[src/rtl/csr_commit_pipe_pkg.sv]
// Shared definitions for the CSR commit pipeline: exception codes, CSR field
// positions, the stage payload layouts and the tval selection rule.
package csr_commit_pipe_pkg;

   localparam int EXC_W = 6;
   typedef logic [EXC_W-1:0] exc_t;

   localparam exc_t EXC_NONE              = 6'h00;
   localparam exc_t EXC_ILLEGAL_INSTR     = 6'h12;
   localparam exc_t EXC_BREAKPOINT        = 6'h13;
   localparam exc_t EXC_LOAD_MISALIGNED   = 6'h14;
   localparam exc_t EXC_LOAD_FAULT        = 6'h15;
   localparam exc_t EXC_STORE_MISALIGNED  = 6'h16;
   localparam exc_t EXC_STORE_FAULT       = 6'h17;
   localparam exc_t EXC_INTERRUPT         = 6'h20;
   localparam exc_t EXC_FENCE             = 6'h30;
   localparam exc_t EXC_ERET              = 6'h31;

   localparam int CSR_ADDR_MSB = 31;
   localparam int CSR_ADDR_LSB = 20;
   localparam int CSR_ADDR_W   = CSR_ADDR_MSB - CSR_ADDR_LSB + 1;

   typedef struct packed {
      logic [31:0]           pc;
      logic [CSR_ADDR_W-1:0] csrAddr;
      logic [4:0]            rdIdx;
      logic [31:0]           value;
      logic                  write;
      logic [31:0]           wdata;
      exc_t                  exc;
   } e2_payload_t;

   typedef struct packed {
      logic [31:0]           pc;
      logic [CSR_ADDR_W-1:0] csrAddr;
      logic [4:0]            rdIdx;
      logic [31:0]           value;
      logic                  write;
      logic [31:0]           wdata;
      exc_t                  exc;
      logic [31:0]           tval;
   } wb_payload_t;

   // Illegal instructions report the opcode (carried in value), breakpoints the
   // PC, and memory faults the data address; everything else reports zero.
   function automatic logic [31:0] selectTval(input exc_t exc, input logic [31:0] value,
                                             input logic [31:0] pc, input logic [31:0] faultAddr);
      logic [31:0] tval;
      tval = '0;
      if (exc == EXC_ILLEGAL_INSTR) begin
         tval = value;
      end else if (exc == EXC_BREAKPOINT) begin
         tval = pc;
      end else if (exc == EXC_LOAD_MISALIGNED || exc == EXC_LOAD_FAULT ||
                   exc == EXC_STORE_MISALIGNED || exc == EXC_STORE_FAULT) begin
         tval = faultAddr;
      end
      return tval;
   endfunction

endpackage

[src/rtl/csr_commit_pipe_stage_reg.sv]
// One pipeline stage: a valid bit plus an opaque payload, with hold and flush.
module csr_commit_stage_reg
   import csr_commit_pipe_pkg::*;
#(
   parameter int WIDTH = 32
) (
   input  logic             clk_i,
   input  logic             rst_i,
   input  logic             hold_i,
   input  logic             flush_i,
   input  logic             valid_i,
   input  logic [WIDTH-1:0] data_i,
   output logic             valid_o,
   output logic [WIDTH-1:0] data_o
);

   logic             valid_q;
   logic [WIDTH-1:0] data_q;

   // A flush only kills the valid bit; the stale payload is harmless once invalid.
   always_ff @(posedge clk_i or posedge rst_i) begin
      if (rst_i) begin
         valid_q <= 1'b0;
         data_q  <= '0;
      end else if (flush_i) begin
         valid_q <= 1'b0;
      end else if (!hold_i) begin
         valid_q <= valid_i;
         data_q  <= data_i;
      end
   end

   assign valid_o = valid_q;
   assign data_o  = data_q;

endmodule

[src/rtl/csr_commit_pipe.sv]
// E1 -> E2 -> WB commit pipeline for the CSR unit: merges memory faults and
// interrupts into one exception per instruction and drives the writeback bus.
module csr_commit_pipe
   import csr_commit_pipe_pkg::*;
#(
   parameter int SUPPORT_MEM_FAULT = 1,
   parameter int EXCEPTION_W       = EXC_W
) (
   input  logic                   clk_i,
   input  logic                   rst_i,
   input  logic                   e1_valid_i,
   input  logic [31:0]            e1_pc_i,
   input  logic [31:0]            e1_opcode_i,
   input  logic [4:0]             e1_rd_idx_i,
   input  logic [31:0]            csr_result_e1_value_i,
   input  logic                   csr_result_e1_write_i,
   input  logic [31:0]            csr_result_e1_wdata_i,
   input  logic [EXCEPTION_W-1:0] csr_result_e1_exception_i,
   input  logic [EXCEPTION_W-1:0] mem_fault_e2_i,
   input  logic [31:0]            mem_fault_addr_e2_i,
   input  logic                   take_interrupt_i,
   input  logic                   stall_i,
   output logic                   csr_writeback_write_o,
   output logic [11:0]            csr_writeback_waddr_o,
   output logic [31:0]            csr_writeback_wdata_o,
   output logic [EXCEPTION_W-1:0] csr_writeback_exception_o,
   output logic [31:0]            csr_writeback_exception_pc_o,
   output logic [31:0]            csr_writeback_exception_addr_o,
   output logic                   wb_rd_valid_o,
   output logic [4:0]             wb_rd_idx_o,
   output logic [31:0]            wb_rd_value_o,
   output logic                   flush_o
);

   e2_payload_t e2Payload_d, e2Payload_q;
   wb_payload_t wbPayload_d, wbPayload_q;
   logic        e2Valid_q, wbValid_q;
   exc_t        memFault, mergedExc, commitExc;
   logic [31:0] memFaultAddr;
   logic        takeIrq, commitActive, flush;
   logic        unusedOpcodeBits;

   // Only the CSR address field of the instruction word matters past E1.
   assign unusedOpcodeBits = ^e1_opcode_i[CSR_ADDR_LSB-1:0];

   assign e2Payload_d = '{pc:      e1_pc_i,
                          csrAddr: e1_opcode_i[CSR_ADDR_MSB:CSR_ADDR_LSB],
                          rdIdx:   e1_rd_idx_i,
                          value:   csr_result_e1_value_i,
                          write:   csr_result_e1_write_i,
                          wdata:   csr_result_e1_wdata_i,
                          exc:     csr_result_e1_exception_i};

   if (SUPPORT_MEM_FAULT != 0) begin : gMemFault
      assign memFault     = mem_fault_e2_i;
      assign memFaultAddr = mem_fault_addr_e2_i;
   end else begin : gNoMemFault
      logic unusedFaultInputs;
      assign unusedFaultInputs = ^{mem_fault_e2_i, mem_fault_addr_e2_i};
      assign memFault          = EXC_NONE;
      assign memFaultAddr      = '0;
   end

   // The E1 code is older information about the instruction, so it beats an LSU fault.
   assign mergedExc   = (e2Payload_q.exc != EXC_NONE) ? e2Payload_q.exc : memFault;
   assign wbPayload_d = '{pc:      e2Payload_q.pc,
                          csrAddr: e2Payload_q.csrAddr,
                          rdIdx:   e2Payload_q.rdIdx,
                          value:   e2Payload_q.value,
                          write:   e2Payload_q.write,
                          wdata:   e2Payload_q.wdata,
                          exc:     mergedExc,
                          tval:    selectTval(mergedExc, e2Payload_q.value,
                                              e2Payload_q.pc, memFaultAddr)};

   csr_commit_stage_reg #(.WIDTH($bits(e2_payload_t))) u_e2Stage (
      .clk_i   (clk_i),
      .rst_i   (rst_i),
      .hold_i  (stall_i),
      .flush_i (flush),
      .valid_i (e1_valid_i),
      .data_i  (e2Payload_d),
      .valid_o (e2Valid_q),
      .data_o  (e2Payload_q)
   );

   csr_commit_stage_reg #(.WIDTH($bits(wb_payload_t))) u_wbStage (
      .clk_i   (clk_i),
      .rst_i   (rst_i),
      .hold_i  (stall_i),
      .flush_i (flush),
      .valid_i (e2Valid_q),
      .data_i  (wbPayload_d),
      .valid_o (wbValid_q),
      .data_o  (wbPayload_q)
   );

   // Interrupts ride on a clean committing instruction; they never create a bubble commit.
   assign takeIrq      = wbValid_q && (wbPayload_q.exc == EXC_NONE) && take_interrupt_i;
   assign commitExc    = takeIrq ? EXC_INTERRUPT : wbPayload_q.exc;
   assign commitActive = wbValid_q && !stall_i;
   assign flush        = commitActive && (commitExc != EXC_NONE);

   assign csr_writeback_write_o          = commitActive && wbPayload_q.write && (commitExc == EXC_NONE);
   assign csr_writeback_waddr_o          = wbPayload_q.csrAddr;
   assign csr_writeback_wdata_o          = wbPayload_q.wdata;
   assign csr_writeback_exception_o      = commitActive ? commitExc : EXC_NONE;
   assign csr_writeback_exception_pc_o   = wbPayload_q.pc;
   assign csr_writeback_exception_addr_o = takeIrq ? 32'h0 : wbPayload_q.tval;
   assign wb_rd_valid_o                  = csr_writeback_write_o && (wbPayload_q.rdIdx != 5'd0);
   assign wb_rd_idx_o                    = wbPayload_q.rdIdx;
   assign wb_rd_value_o                  = wbPayload_q.value;
   assign flush_o                        = flush;

endmodule

[config.mk]
export PLATFORM = sky130hd
export DESIGN_NAME = csr_commit_pipe
export DESIGN_NICKNAME = d
export VERILOG_FILES = /design/src/rtl/csr_commit_pipe_pkg.sv /design/src/rtl/csr_commit_pipe_stage_reg.sv /design/src/rtl/csr_commit_pipe.sv
export SDC_FILE = /design/constraint.sdc
export NUM_CORES = 1
export LEC_CHECK = 0
export CORE_ASPECT_RATIO = 1.2
export CORE_UTILIZATION = 39
export CTS_BUF_LIST = sky130_fd_sc_hd__clkbuf_8 sky130_fd_sc_hd__clkbuf_16
export CTS_CLUSTER_DIAMETER = 30
export DETAILED_ROUTE_END_ITERATION = 6
export GPL_ROUTABILITY_DRIVEN = 1
export PLACE_DENSITY = 0.65
export SYNTH_ARGS = -nofsm -noshare
export SYNTH_HDL_FRONTEND = slang
export SYNTH_SLANG_ARGS = --single-unit
[constraint.sdc]
create_clock -name clk_i -period 19 [get_ports clk_i]
set_input_delay 2.85 -clock clk_i [delete_from_list [all_inputs] [get_ports clk_i]]
set_output_delay 2.85 -clock clk_i [all_outputs]
set_load 0.02 [all_outputs]
==> impl_metrics.env <==
export IMPL_status="completed"
export IMPL_clkSlewWorstSetupHoldPaths_ps=50
export IMPL_ios=337
export IMPL_layout_commonest_cell="nand2_1"
export IMPL_post_cts_buffers=0
export IMPL_ys_warn_count=0
export IMPL_drc_errors=0
export IMPL_antenna_found_initial=5
export IMPL_routed_top_layer="met4"
export IMPL_die_area_sq_um=31700
export IMPL_cts_hold_fix_buffers=0
export IMPL_crit_path_cell_trace="clkdlybuf4s50_1, and2_1, nand2_1, a21boi_0, clkdlybuf4s50_1"
export IMPL_tritoncts="built"
export IMPL_nets=1775
export IMPL_wl_um=31400
export IMPL_nFillCells=2779
export IMPL_timing_critical_path_buf_inv=2
export IMPL_place_detailed_hpwl_um=20100
export IMPL_final_cell_mix="nand2_1, clkdlybuf4s50_1, dfrtp_1"
export IMPL_ant_nets=0
export IMPL_netlist_area_sq_um=12100
export IMPL_synth_seq_cells=274
export IMPL_fin_crit_sh=0.428
export IMPL_die_w_um=163
export IMPL_min_path_type="flop to flop"
export IMPL_vias=9626
export IMPL_pre_cts_slack_ps=10780
export IMPL_crit_path_max_fanout=33
export IMPL_wire_per_inst_um=15.4
export IMPL_post_drt_via_cell_ratio=4.73
export IMPL_place_inst=1931
export IMPL_relSlewSlack=0.264
export IMPL_grt_overflow=0
export IMPL_critPathLaunch="take_interrupt_i"
export IMPL_wl_met3_um=2570
export IMPL_synth_cell_type_count=34
export IMPL_clock_skew_ps=23.3
export IMPL_leakagePower_nw=8.04
export IMPL_rrSetupSlack_ps=15290
export IMPL_post_route_util=0.544
export IMPL_numPortBuffers=316
export IMPL_vdd_ir_drop_max_uv=97.0
export IMPL_p_per_area_nw_per_um2=144
export IMPL_wl_met2_um=14800
export IMPL_worst_pin_slew_ps=1100
export IMPL_critPathMaxStageDelay_ps=690
export IMPL_endpoint_kind="output port"
export IMPL_worstPathArrival_ps=5280
export IMPL_timing_setup_tns_ps=0
export IMPL_rsz0062_at_grt="false"
export IMPL_yosysSeqAreaShare=0.566
export IMPL_post_route_cell_area_sq_um=16600
export IMPL_fp_coreArea_sq_um=30500
export IMPL_drt_initial_drc_count=756
export IMPL_routabilityCongestion=0.845
export IMPL_worstSetupPathType="input pin to output port"
export IMPL_multiInputGateArea_sq_um=4010
export IMPL_setup_viol=0
export IMPL_grt_pass1_wl_um=51100
export IMPL_min_period_ps=8130
export IMPL_p_total_mw=2.39
export IMPL_clock_sinks=274
export IMPL_fmax_mhz=123
export IMPL_drive_gt1_frac=0.0746
export IMPL_avgSynthCellArea_sq_um=8.66
export IMPL_synth_fp_nets=1580
export IMPL_rows=70
export IMPL_cpMostUsedCell="clkdlybuf4s50_1"
export IMPL_worst_setup_path_start_kind="input pin"
export IMPL_crit_slowest_cell="clkdlybuf4s50_1"
export IMPL_start_util=0.397
export IMPL_async_flop_share=1.00
export IMPL_root_buffer="clkbuf_16"
export IMPL_crit_required_ps=16150
export IMPL_gr_usage_all_layers=0.202
export IMPL_wl_met1_um=12700
export IMPL_cp_top_family="buffers and inverters"
export IMPL_synth_top_flop_cell="dfrtp_1"
export IMPL_hp_start="u_e2Stage.data_o[36]"
export IMPL_drt_first_pass_iters=5
export IMPL_grt_start_max_net_pins=139
export IMPL_cts_buffer_depth=3
export IMPL_grt_pass1_vias=9778
export IMPL_maxCapViolations=0
export IMPL_synth_edf_count=0
export IMPL_cts_resized=0
export IMPL_r2r_start="u_wbStage.data_o[34]"
export IMPL_final_cells=2037
export IMPL_clk_insertion_delay_late_ps=550
export IMPL_finalHoldViolCount=0
export IMPL_htree_levels=2
export IMPL_die_h_um=195
export IMPL_area_growth_pct=36.9
export IMPL_regArea_sq_um=6860
export IMPL_whs_ps=457
export IMPL_synthCells=1397
export IMPL_placed_area_sq_um=14600
export IMPL_numCtsBuffers=55
export IMPL_fin_ws_ps=10870
export IMPL_finalMaxSlewViolations=0
==> final timing paths <==
check / depth (start not counted) / to
setup reg to reg: 7 / u_wbStage.data_o[14]
max in group asynchronous: 3 / u_wbStage.data_o[126]
hold / removal: 2 / u_wbStage.data_o[68]
hold reg to reg: 2 / u_wbStage.data_o[68]
min in group asynchronous: 2 / u_wbStage.data_o[38]
setup / recovery: 5 / csr_writeback_exception_o[5]
==> power by group <==
part | internal, mW | leakage [nW] | switching [mW]
logic | 0.261 | 3.65 | 0.332
clock network | 0.658 | 0.939 | 0.314
registers | 0.735 | 3.45 | 0.0956
total | 1.65 | 8.04 | 0.741
==> cells in the mapped netlist (all sizes together) (5+ instances only) <==
cell type | instances | share of area
a21oi | 6 | 0.0028
a221oi | 31 | 0.022
and2 | 39 | 0.020
buf | 164 | 0.095
clkbuf | 25 | 0.0078
dfrtp | 274 | 0.57
inv | 5 | 0.0016
nand2 | 740 | 0.23
nor2 | 11 | 0.0038
o21ai | 74 | 0.031
==> routing by layer <==
metal  track usage  vias to the layer above
met4         0.106                        0
met2         0.317                      343
met5             0                        -
met3        0.0605                       83
met1         0.251                     4522
li1              -                     4678
==> cells by family after synthesis <==
family	count (synthesis)	share of synthesized area
compound gates	127	0.0664
buf+inv	194	0.104
flops	274	0.566
simple gates	802	0.263
==> flip-flops by register name, summed over array words and instances (netlist names) <==
name               cells
u_e2Stage.data_o     120
u_e2Stage.valid_o      1
u_wbStage.data_o     152
u_wbStage.valid_o      1
==> layout make-up <==
| class | instances | area share |
|---|---|---|
| inverters | 5 | 0.00159 |
| repair buffers | 327 | 0.196 |
| multi-input cells | 929 | 0.242 |
| clock buffers | 69 | 0.0960 |
| well taps | 396 | 0.0299 |
| clock inverters | 32 | 0.0202 |
| flip-flops and latches | 274 | 0.414 |
| diodes | 5 | 0.000755 |
==> worst min-delay path, delay by kind of cell, from the launching register on <==
| kind | cells | cell delay (ps) |
|---|---|---|
| flip-flops | 1 | 330 |
| AND/OR/NAND/NOR | 2 | 100 |
(Power assumes the default switching activity.)
